### config.mk
export PLATFORM = sky130hd
export DESIGN_NAME = dodge_game_ctrl
export DESIGN_NICKNAME = d
export VERILOG_FILES = /design/src/rtl/dodge_game_ctrl.sv
export SDC_FILE = /design/constraint.sdc
export NUM_CORES = 1
export LEC_CHECK = 0
export ABC_AREA = 1
export CAP_MARGIN = 20
export CORE_ASPECT_RATIO = 1.75
export CORE_UTILIZATION = 57
export CTS_BUF_LIST = sky130_fd_sc_hd__clkbuf_8
export CTS_CLUSTER_DIAMETER = 100
export DETAILED_ROUTE_END_ITERATION = 8
export PLACE_DENSITY = 0.75
export SYNTH_ARGS = -nofsm -noshare
export SYNTH_HDL_FRONTEND = slang
export SYNTH_SLANG_ARGS = --single-unit
### constraint.sdc
create_clock -name clk -period 3.9 [get_ports clk]
set_clock_uncertainty 0.15 [all_clocks]
set_input_delay 0.78 -clock clk [delete_from_list [all_inputs] [get_ports clk]]
set_output_delay 0.78 -clock clk [all_outputs]
set_load 0.005 [all_outputs]
### src/rtl/dodge_game_ctrl.sv
// Game sequencer for the dodge game: detects Enter presses and walks IDLE/START/PLAY/LOST.
// It paces the playfield with a shrinking step period and keeps a saturating score.
module dodge_game_ctrl #(
  parameter int unsigned TICK_BASE = 1_000_000,
  parameter int unsigned TICK_DEC  = 50_000,
  parameter int unsigned TICK_MIN  = 250_000,
  parameter int unsigned CW        = 25
) (
  input  logic       clk,
  input  logic       reset,
  input  logic       enter,
  input  logic       collision,
  output logic       on,
  output logic       done,
  output logic [7:0] score,
  output logic       step,
  output logic       clear
);

  localparam int unsigned SW = 8;
  localparam logic [CW-1:0] BASE    = CW'(TICK_BASE);
  localparam logic [CW-1:0] BASE_M1 = CW'(TICK_BASE - 1);
  localparam logic [CW-1:0] DEC     = CW'(TICK_DEC);
  localparam logic [CW-1:0] MIN     = CW'(TICK_MIN);
  localparam logic [SW-1:0] SCORE_MAX = '1;

  typedef enum logic [1:0] {
    IDLE  = 2'd0,
    START = 2'd1,
    PLAY  = 2'd2,
    LOST  = 2'd3
  } state_e;

  state_e          state_q, state_d;
  logic            enter_q, enter_d;
  logic [CW-1:0]   cnt_q, cnt_d;
  logic [CW-1:0]   period_q, period_d;
  logic [SW-1:0]   score_q, score_d;
  logic            step_q, step_d;
  logic            clear_q, clear_d;
  logic            on_q, on_d;
  logic            done_q, done_d;
  logic            press;
  logic [SW-1:0]   score_inc;

  always_ff @(posedge clk or posedge reset) begin
    if (reset) begin
      state_q  <= IDLE;
      enter_q  <= 1'b1;
      cnt_q    <= '0;
      period_q <= BASE;
      score_q  <= '0;
      step_q   <= 1'b0;
      clear_q  <= 1'b0;
      on_q     <= 1'b0;
      done_q   <= 1'b0;
    end else begin
      state_q  <= state_d;
      enter_q  <= enter_d;
      cnt_q    <= cnt_d;
      period_q <= period_d;
      score_q  <= score_d;
      step_q   <= step_d;
      clear_q  <= clear_d;
      on_q     <= on_d;
      done_q   <= done_d;
    end
  end

  // Next-state, counter and score logic; flag outputs decode the next state so they stay registered.
  always_comb begin
    state_d   = state_q;
    enter_d   = enter;
    cnt_d     = cnt_q;
    period_d  = period_q;
    score_d   = score_q;
    step_d    = 1'b0;
    clear_d   = 1'b0;
    on_d      = 1'b0;
    done_d    = 1'b0;
    press     = enter & ~enter_q;
    score_inc = score_q + SW'(1);

    case (state_q)
      IDLE, LOST: begin
        if (press) begin
          state_d  = START;
          score_d  = '0;
          period_d = BASE;
          cnt_d    = BASE_M1;
        end
      end
      START: begin
        state_d = PLAY;
      end
      PLAY: begin
        if (collision) begin
          state_d = LOST;
        end else if (cnt_q == '0) begin
          step_d = 1'b1;
          cnt_d  = period_q - CW'(1);
          if (score_q != SCORE_MAX) begin
            score_d = score_inc;
            // Speed up every 16 points; period never drops below the floor.
            if (score_inc[3:0] == 4'd0) begin
              period_d = ((period_q - MIN) >= DEC) ? (period_q - DEC) : MIN;
            end
          end
        end else begin
          cnt_d = cnt_q - CW'(1);
        end
      end
      default: begin
        state_d = IDLE;
      end
    endcase

    clear_d = (state_d == START);
    on_d    = (state_d == PLAY);
    done_d  = (state_d == LOST);
  end

  assign on    = on_q;
  assign done  = done_q;
  assign score = score_q;
  assign step  = step_q;
  assign clear = clear_q;

endmodule

==> flow_summary.rst, run 1 <==
.. list-table::
   :header-rows: 1

   * - Metric
     - Value
   * - I/O pin count
     - 16
   * - Number of I/O port buffers
     - 15
   * - Endpoint class of the critical path
     - flop
   * - Iteration-0 DRC Markers
     - 386
   * - Dominant cell by count in the synthesized netlist
     - nand2_1
   * - Part of the power in combinational logic
     - 0.510
   * - Flop and latch count out of synthesis
     - 61
   * - Area growth from synthesis to layout
     - 7.42%
   * - Clock latency reported for the late side of the worst-skew pair
     - 350 ps
   * - Sequential share of the synthesized area
     - 0.335
   * - Count of different cell masters after synthesis
     - 40
   * - CTS Hold Bufs
     - 0
   * - Leakage power total
     - 2.47 nW
   * - Cells taking the most area after synthesis
     - dfrtp_1, nand2_1, nand3_1, inv_1, nor2_1
   * - Portion of the clock cycle consumed by the worst path in the final layout
     - 0.788
   * - Peak VDD IR
     - 494 uV
   * - Combined flip-flop and latch cell area
     - 1540 sq um
   * - Post-Synthesis Cells
     - 713
   * - Share of synthesized registers carrying an async set or reset
     - 1.00
   * - Transition time at the pin with the least slew margin
     - 640 ps
   * - Cell area after synthesis
     - 4580 sq um
   * - CP max FO
     - 14
   * - Outcome
     - finished, final reports clean
   * - Kind of launch point of the worst setup path
     - input pin
   * - CTS tree
     - done
   * - Max Cap Violations
     - 0
   * - Switching pwr
     - 1.58 mW
   * - Via count of the first global-routing pass
     - 4363
   * - Top cells by instance count after synthesis
     - nand2_1, inv_1, nor2_1
   * - Number of antenna violations at the first check in global routing
     - 0
   * - Critical path class
     - input pin to flop
   * - Setup-failing EPs final
     - 0
   * - Fraction of layout cells with a size suffix above 1
     - 0.0958
   * - Dominant synthesized flop cell
     - dfrtp_1
   * - Min-Delay Path Class
     - flop to flop
   * - Cells traversed along the worst timing path
     - clkdlybuf4s50_1 -> inv_1 -> nor2_1 -> inv_1 -> nor3_1 -> nor2_2 -> clkinv_2 -> nand2_4 -> nor2_4 -> nand2_2 -> inv_2 -> nand2_1 -> o21ai_0
   * - Reg clk slew, reported paths
     - 60 ps
   * - Setup repair after global routing missed its margin
     - false
   * - Mean post-synth cell area
     - 6.43 sq um
   * - Cell-internal power
     - 1.65 mW
   * - Clk sink count
     - 61
   * - Max clock buf depth
     - 2
   * - Worst path most repeated cell
     - inv_1
   * - Die ar.
     - 8420 sq um
   * - Critical path arrival
     - 3200 ps
   * - Net count of the finished layout
     - 735
   * - Post-Syn Nets
     - 722
   * - Overflow left after global routing
     - 0
   * - Floorplan row count
     - 42
   * - Final Slew Violations
     - 0
   * - Slowest library cell on the worst path
     - clkdlybuf4s50_1
   * - Final period demand of the worst path
     - 3070 ps
   * - Half-perimeter wire length after placement
     - 9.31 mm
   * - Number of hold violations in the final report
     - 0
   * - Die extent in x
     - 69.8 um
   * - Num CTS Buffers
     - 9
   * - Count of flip-flops with a built-in enable after synthesis
     - 0
   * - Max stage delay on crit path
     - 470 ps
   * - ANT nets after route
     - 0
   * - Ant diodes
     - 0
   * - Register-to-register path setup slack
     - 900 ps
   * - Cell type with the largest total area after synthesis
     - dfrtp_1
   * - Number of fill cells
     - 746
   * - DR DRC count
     - 0
   * - DR vias/cell
     - 5.58
   * - Sequential share of power
     - 0.337
   * - Setup repair bufs after CTS
     - 0
   * - Final WL
     - 12.1 mm
   * - Number of detailed-route iterations in the first pass
     - 5
   * - Die span in y
     - 121 um
   * - Critical path's top delay family
     - simple AND/OR/NAND/NOR gates
   * - Share of total power in the clock network
     - 0.153
   * - Post-route setup TNS
     - 0 ps
   * - Placeable core region
     - 7670 sq um
   * - Warning count from the yosys run
     - 0
   * - Pin count of the biggest net entering global routing
     - 49
   * - Proportion of netlist area held by the largest area contributor
     - 0.289
   * - Gates resized, CTS repair
     - 0
   * - Area taken by multi-input logic gates
     - 2510 sq um
   * - Routability congestion estimate from global placement
     - 0.919
   * - Data required time of the critical path
     - 4020 ps
   * - Final core utilization
     - 0.642
   * - Highest clock rate
     - 0.325 GHz
   * - Initial cell density of the core
     - 0.598
   * - Switching power as a share of total power
     - 0.488
   * - Via count
     - 4572
   * - Wire length of the first global-routing pass
     - 19.9 mm
   * - Clock H-tree levels
     - 3
   * - Detail-routed net length per standard cell
     - 14.8 um
   * - Relative max-transition margin
     - 0.570
   * - Number of buffer and inverter stages on the critical path
     - 5
   * - P per Cell Area
     - 656 nW/um^2
   * - Cell at the root of the clock tree
     - clkbuf_8
   * - Total GRT Usage
     - 0.303
-- power by group through the flow --
stage	combinational (mW)	clock (mW)	sequential, mW
global route	1.86	0.523	1.11
detailed placement	1.63	0	1.09
CTS	1.64	0.504	1.08
floorplan	1.34	0	0.956
global placement	1.59	0	1.08
finish	1.65	0.493	1.09
-- worst reg2reg max path: stages, from the launching register on --
cell,delay [ps]
dfrtp_1,410
inv_1,70
ha_1,390
inv_2,120
or2_4,260
nor2_4,120
nor2_2,60
clkinv_2,190
nand2_4,120
nor2_4,310
nand2_2,180
inv_2,200
nand2_1,150
o21ai_0,190
-- path summary, 6_finish.rpt --
path | endpoint | cells after the start | start
worst max-delay path | period_q[8]$_DFFE_PP0P_ | 13 | enter
min in group asynchronous | cnt_q[8]$_DFFE_PP0P_ | 2 | reset
max in group asynchronous | cnt_q[18]$_DFFE_PP0P_ | 3 | reset
worst min-delay path | cnt_q[22]$_DFFE_PP0P_ | 2 | cnt_q[22]$_DFFE_PP0P_
worst max register to register | period_q[8]$_DFFE_PP0P_ | 13 | state_q[0]$_DFF_PP0_
worst min register to register | cnt_q[22]$_DFFE_PP0P_ | 2 | cnt_q[22]$_DFFE_PP0P_
-- per-stage QoR --
step,hold WS (ps),worst slack (ps),power [mW],cells,instance area (sq um)
detailed placement,324,451,2.71,803,4750
finish,337,825,3.23,819,4920
CTS,340,831,3.22,819,4920
global placement,312,567,2.67,803,4750
floorplan,299,1470,2.30,713,4580
global route,378,609,3.50,819,4920
-- final cells by class --
type,instances,area share
multi-input combinational,527,0.510
clock inverter,5,0.00407
timing repair buffer,21,0.0396
clock buffer,11,0.0307
tap,88,0.0224
inverter,106,0.0810
sequential,61,0.312
-- cell families (layout without fill, tap and decap cells) --
family                     Yosys count  in the layout  synth area share
DFF                                 61             61             0.335
buffers and inverters              125            143             0.117
and+or+nand+nor                    415            415             0.393
AOI/OAI and AO/OA                   88             88             0.105
xor gates and xnor gates            19             19            0.0363
adders and majority gates            5              5            0.0136
-- cell usage in the layout, fill, tap and decap left out, drive strengths merged, types with 5 or more instances in the layout --
master / synthesis / routed
a21oi: 21 / 21
buf: 16 / 6
clkbuf: 3 / 11
clkdlybuf4s50: 0 / 15
dfrtp: 53 / 53
dfstp: 8 / 8
ha: 5 / 5
inv: 104 / 108
nand2: 215 / 215
nand3: 81 / 81
nand4: 5 / 5
nor2: 97 / 97
nor3: 12 / 12
o21ai: 48 / 48
o21bai: 5 / 5
o22ai: 5 / 5
xor2: 19 / 19
-- flip-flops by register name (all words and copies together) (netlist names) --
register and cells:
state_q 2, done 1, step 1, cnt_q 25
on 1, enter_q 1, clear 1, score 8
period_q 21
-- metal layers --
metal,share of wire,track usage,vias up
met3,0.040,0.0450,29
met5,0,0,-
met4,0.035,0.171,0
li1,-,-,2281
met1,0.37,0.314,2125
met2,0.55,0.568,137
(Power assumes the default switching activity.)
==> run 2: changes to the inputs <==
clock period = 2.9 ns   (was 3.9 ns; I/O delays follow)
==> run 2 against run 1 <==
  * Via count up 1.1%
  * Final cell count up 1.1%
  * Critical path type is now flop to flop
  * Worst setup slack worse by 510 ps
  * Sequential power up 31%
  * Clock power up 49%
  * Highest routed layer unchanged
  * Routed wire length up 0.38%
  * Die area unchanged
  * Non-clock buffer count up 9
  * Global-route usage up 0.76 points
  * Total power up 38%
  * Critical path depth unchanged
==> flow_summary.rst, run 2 (synthesized netlist as in run 1, its figures left out) <==
.. list-table::
   :header-rows: 1

   * - Metric
     - Value
   * - CTS Hold Bufs
     - 0
   * - Kind of launch point of the worst setup path
     - flop
   * - Critical path arrival
     - 2700 ps
   * - Setup repair bufs after CTS
     - 0
   * - Placeable core region
     - 7670 sq um
   * - Via count of the first global-routing pass
     - 4565
   * - Largest Register
     - cnt_q
   * - Number of I/O port buffers
     - 15
   * - Final period demand of the worst path
     - 2590 ps
   * - Overflow left after global routing
     - 0
   * - Min-Delay Path Class
     - flop to flop
   * - P per Cell Area
     - 888 nW/um^2
   * - Setup-failing EPs final
     - 0
   * - Critical path's top delay family
     - simple AND/OR/NAND/NOR gates
   * - Clock H-tree levels
     - 3
   * - CP max FO
     - 11
   * - Setup repair after global routing missed its margin
     - false
   * - Worst Min Path Start
     - cnt_q[21]$_DFFE_PP0P_
   * - Number of buffer and inverter stages on the critical path
     - 4
   * - Cells traversed along the worst timing path
     - inv_1 -> ha_1 -> inv_2 -> or2_4 -> nor2_4 -> nor2_2 -> clkinv_2 -> nand2_4 -> nor2_4 -> nand2_2 -> inv_2 -> nand2_1 -> o21ai_0
   * - Routability congestion estimate from global placement
     - 0.991
   * - Peak VDD IR
     - 629 uV
   * - Net count of the finished layout
     - 744
   * - Highest clock rate
     - 0.387 GHz
   * - Clk sink count
     - 61
   * - DR vias/cell
     - 5.58
   * - Clock latency reported for the late side of the worst-skew pair
     - 340 ps
   * - Placed cells
     - 812
   * - Number of detailed-route iterations in the first pass
     - 5
   * - Die extent in x
     - 69.8 um
   * - Pin count of the biggest net entering global routing
     - 26
   * - Portion of the clock cycle consumed by the worst path in the final layout
     - 0.892
   * - Reg clk slew, reported paths
     - 70 ps
   * - Critical R2R Launch
     - state_q[0]$_DFF_PP0_
   * - Data required time of the critical path
     - 3010 ps
   * - DR DRC count
     - 0
   * - Max stage delay on crit path
     - 400 ps
   * - Final WL
     - 12.1 mm
   * - Num CTS Buffers
     - 9
   * - Number of hold violations in the final report
     - 0
   * - Floorplan row count
     - 42
   * - ANT nets after route
     - 0
   * - Leakage power total
     - 2.53 nW
   * - Most common cell after layout, fill and taps aside
     - nand2_1
   * - Max clock buf depth
     - 2
   * - Transition time at the pin with the least slew margin
     - 476 ps
   * - Endpoint class of the critical path
     - flop
   * - Gates resized, CTS repair
     - 0
   * - Relative max-transition margin
     - 0.682
   * - Cell at the root of the clock tree
     - clkbuf_8
   * - Fraction of layout cells with a size suffix above 1
     - 0.111
   * - Number of non-filler instances in the completed layout
     - 828
   * - Ant diodes
     - 0
   * - Via count
     - 4623
   * - Die span in y
     - 121 um
   * - Half-perimeter wire length after placement
     - 9.66 mm
   * - Post-route setup TNS
     - 0 ps
   * - Critical path class
     - flop to flop
   * - Total GRT Usage
     - 0.311
   * - Wire length of the first global-routing pass
     - 20.5 mm
   * - Die ar.
     - 8420 sq um
   * - Final Slew Violations
     - 0
   * - Max FFs per register
     - 25
   * - CTS tree
     - done
   * - Detail-routed net length per standard cell
     - 14.6 um
   * - Max Cap Violations
     - 0
   * - I/O pin count
     - 16
   * - Area growth from synthesis to layout
     - 9.74%
   * - Leading cell types in the layout, fill and taps excluded
     - nand2_1, inv_1, nor2_1
   * - Initial cell density of the core
     - 0.598
   * - Slowest library cell on the worst path
     - dfrtp_1
   * - Number of antenna violations at the first check in global routing
     - 0
   * - Iteration-0 DRC Markers
     - 340
   * - Critical Path Start
     - state_q[0]$_DFF_PP0_
   * - Outcome
     - finished, final reports clean
run 2: tightest hold or removal path, stage by stage (launching register included):
cell and delay, ps:
dfrtp_1 340, nand2_1 50, nand2_1 60
run 2: layout make-up:
cell class                 count  area, sq um
multi-input combinational    527         2520
fill                         738         2640
tap                           88          110
clock buffer                  10          138
inverter                     106          399
clock inverter                 6         55.1
timing repair buffer          30          275
sequential                    61         1540
run 2: worst paths after layout:
path                                                  to  slack (ps)  cells past startpoint
worst max-delay path             period_q[8]$_DFFE_PP0P_         310                     13
worst min-delay path               cnt_q[21]$_DFFE_PP0P_         330                      2
worst max register to register   period_q[8]$_DFFE_PP0P_         310                     13
worst min register to register     cnt_q[21]$_DFFE_PP0P_         330                      2
max in group asynchronous       period_q[16]$_DFFE_PP1P_        1500                      3
min in group asynchronous           cnt_q[7]$_DFFE_PP0P_         420                      2
run 2: metal layers:
metal  part of all wire  vias up  track usage
li1                   -     2296            -
met1               0.37     2142        0.319
met2               0.54      137        0.581
met3              0.037       48       0.0383
met4              0.051        0        0.198
met5                  0        -            0
run 2: report_power, final:
| group | internal (mW) | switching [mW] |
|---|---|---|
| registers | 1.13 | 0.293 |
| clock network | 0.411 | 0.323 |
| logic | 0.800 | 1.51 |
run 2: through the flow:
step                      utilization  worst slack (ps)  hold WS [ps]  total power [mW]  cell area, sq um
final                           0.656               314           333              4.47              5030
after global routing            0.656              33.5           359              4.86              5030
after CTS                       0.655               192           338              4.47              5030
after detailed placement        0.630               109           322              3.71              4830
after global placement          0.630               203           311              3.67              4830
after floorplan                     -               670           299              3.09              4580
==> run 3: changes to the inputs <==
--- a/config.mk
+++ b/config.mk
@@ -10,3 +10,3 @@
 export CORE_ASPECT_RATIO = 1.75
-export CORE_UTILIZATION = 57
+export CORE_UTILIZATION = 51
 export CTS_BUF_LIST = sky130_fd_sc_hd__clkbuf_8
@@ -14,3 +14,3 @@
 export DETAILED_ROUTE_END_ITERATION = 8
-export PLACE_DENSITY = 0.75
+export PLACE_DENSITY = 0.68
 export SYNTH_ARGS = -nofsm -noshare
@@ -18 +18,2 @@
 export SYNTH_SLANG_ARGS = --single-unit
+export TNS_END_PERCENT = 50
==> constraint.sdc (replaced) <==
create_clock -name clk -period 2.9 [get_ports clk]
set_clock_uncertainty 0.15 [all_clocks]
set_input_delay 0.29 -clock clk [delete_from_list [all_inputs] [get_ports clk]]
set_output_delay 0.29 -clock clk [all_outputs]
set_load 0.005 [all_outputs]
==> run 3 against run 2 <==
  * Highest routed layer unchanged
  * Count of clock-buffer cells in the layout up 2
  * Combinational power about the same
  * Worst setup slack worse by 81 ps
  * Routed wire length up 3.8%
  * Sequential share of layout area down 0.32 points
  * Maximum frequency down 3.1%
  * First-iteration DRC count down 26%
  * Largest cell class unchanged
==> flow_summary.rst, run 3 (synthesized netlist as in run 1, its figures left out) <==
.. list-table::
   :header-rows: 1

   * - Metric
     - Value
   * - Outcome
     - finished, final reports clean
   * - Num CTS Buffers
     - 9
   * - I/O pin count
     - 16
   * - Reg clk slew, reported paths
     - 70 ps
   * - Setup slack after layout
     - 232 ps
   * - Final WL
     - 12.6 mm
   * - CTS Hold Bufs
     - 0
   * - Number of detailed-route iterations in the first pass
     - 5
   * - Via count
     - 4616
   * - Ant diodes
     - 0
   * - Number of fill cells
     - 871
   * - Number of antenna violations at the first check in global routing
     - 0
   * - Transition time at the pin with the least slew margin
     - 460 ps
   * - Floorplan row count
     - 45
   * - Iteration-0 DRC Markers
     - 253
   * - Final Slew Violations
     - 0
   * - Max Cap Violations
     - 0
   * - Detail-routed net length per standard cell
     - 14.7 um
   * - Critical R2R Launch
     - cnt_q[24]$_DFFE_PP0P_
   * - Number of I/O port buffers
     - 15
   * - Pin count of the biggest net entering global routing
     - 41
   * - Max clock buf depth
     - 2
   * - Most common cell after layout, fill and taps aside
     - nand2_1
   * - Critical path arrival
     - 2760 ps
   * - Leakage power total
     - 2.53 nW
   * - DR DRC count
     - 0
   * - DR vias/cell
     - 5.39
   * - Die ar.
     - 9390 sq um
   * - Critical Path Start
     - cnt_q[24]$_DFFE_PP0P_
   * - Kind of launch point of the worst setup path
     - flop
   * - Portion of the clock cycle consumed by the worst path in the final layout
     - 0.920
   * - Final period demand of the worst path
     - 2670 ps
   * - Register-to-register path setup slack
     - 230 ps
   * - Largest Register
     - cnt_q
   * - Clk sink count
     - 61
   * - Fraction of layout cells with a size suffix above 1
     - 0.114
   * - Die span in y
     - 127 um
   * - Setup-failing EPs final
     - 0
   * - CTS tree
     - done
   * - Setup repair after global routing missed its margin
     - false
   * - Data required time of the critical path
     - 2990 ps
   * - Final total power
     - 4.55 mW
   * - Initial cell density of the core
     - 0.529
   * - Highest clock rate
     - 0.375 GHz
   * - Max FFs per register
     - 25
   * - Leading cell types in the layout, fill and taps excluded
     - nand2_1, inv_1, nor2_1
   * - Post-route setup TNS
     - 0 ps
   * - Number of hold violations in the final report
     - 0
   * - Via count of the first global-routing pass
     - 4547
   * - Post-Route Hold Slack
     - 116 ps
   * - Die extent in x
     - 73.7 um
   * - ANT nets after route
     - 0
   * - Peak VDD IR
     - 515 uV
   * - Worst Reg2Reg Path Length in Cells
     - 17
   * - Critical path class
     - flop to flop
   * - Total GRT Usage
     - 0.297
   * - Min-Delay Path Class
     - input pin to asynchronous set/reset pin
   * - Clock H-tree levels
     - 3
   * - Relative max-transition margin
     - 0.693
   * - Endpoint class of the critical path
     - flop
   * - Wire length of the first global-routing pass
     - 21.1 mm
   * - Cell at the root of the clock tree
     - clkbuf_8
   * - Net count of the finished layout
     - 743
   * - Area growth from synthesis to layout
     - 10.9%
   * - Worst-case setup slack after placement
     - 167 ps
   * - Clock latency reported for the late side of the worst-skew pair
     - 350 ps
   * - P per Cell Area
     - 896 nW/um^2
   * - Placeable core region
     - 8670 sq um
   * - Setup repair bufs after CTS
     - 0
   * - Routability congestion estimate from global placement
     - 0.940
   * - Half-perimeter wire length after placement
     - 9.98 mm
   * - CP max FO
     - 19
   * - Overflow left after global routing
     - 0
==> run 3: repair_timing <==
action,CTS,global route
setup endpoints to repair,0,7
resized for setup,0,3
hold endpoints to repair,0,0
==> run 3: power breakdown <==
group          total (mW)  switching (mW)  internal, mW
Sequential           1.44           0.305          1.13
Combinational        2.32            1.51         0.803
Clock               0.798           0.336         0.462
Total                4.55            2.15          2.40
==> run 3: path summary, 6_finish.rpt <==
path / to
min in group clk: enter_q$_DFF_PP1_
max: cnt_q[24]$_DFFE_PP0P_
min reg2reg: cnt_q[21]$_DFFE_PP0P_
max in group asynchronous: period_q[19]$_DFFE_PP1P_
min: period_q[11]$_DFFE_PP0P_
max reg2reg: cnt_q[24]$_DFFE_PP0P_
==> run 3: worst max-delay path: stages, from the launching register on <==
cell     delay (ps)
dfrtp_1         450
inv_1            90
nand2_1          50
nor2_1          220
nand2_1         100
nor2_2          120
buf_4           250
nand3_1         110
nand2_1         140
nand2_1          60
inv_1            70
nand2_1         120
nor2_2          200
nand3_2         120
nor2_1          110
nand2_1          50
nand2_1          80
nand2_1          50
==> run 3: cell type report <==
cell class,count,area (sq um),area share
Clock buffer,12,165,0.0325
Timing Repair Buffer,29,268,0.0527
Multi-Input combinational cell,527,2520,0.496
Tap cell,117,146,0.0288
Inverter,106,399,0.0785
Sequential cell,61,1540,0.302
Clock inverter,4,46.3,0.00911
==> run 3: metal layers <==
layer / GRT usage / vias up / wire length (um)
met5: 0 / - / 0
met1: 0.304 / 2153 / 4710
met3: 0.0434 / 52 / 342
met4: 0.213 / 0 / 789
li1: - / 2292 / -
met2: 0.532 / 119 / 6740
==> run 3: per-stage QoR <==
stage,cell area [sq um],util,cells
4_1_cts,5070,0.585,856
3_3_place_gp,4860,0.561,840
3_5_place_dp,4860,0.561,840
6_report,5080,0.586,856
2_1_floorplan,4580,-,713
5_1_grt,5080,0.586,856
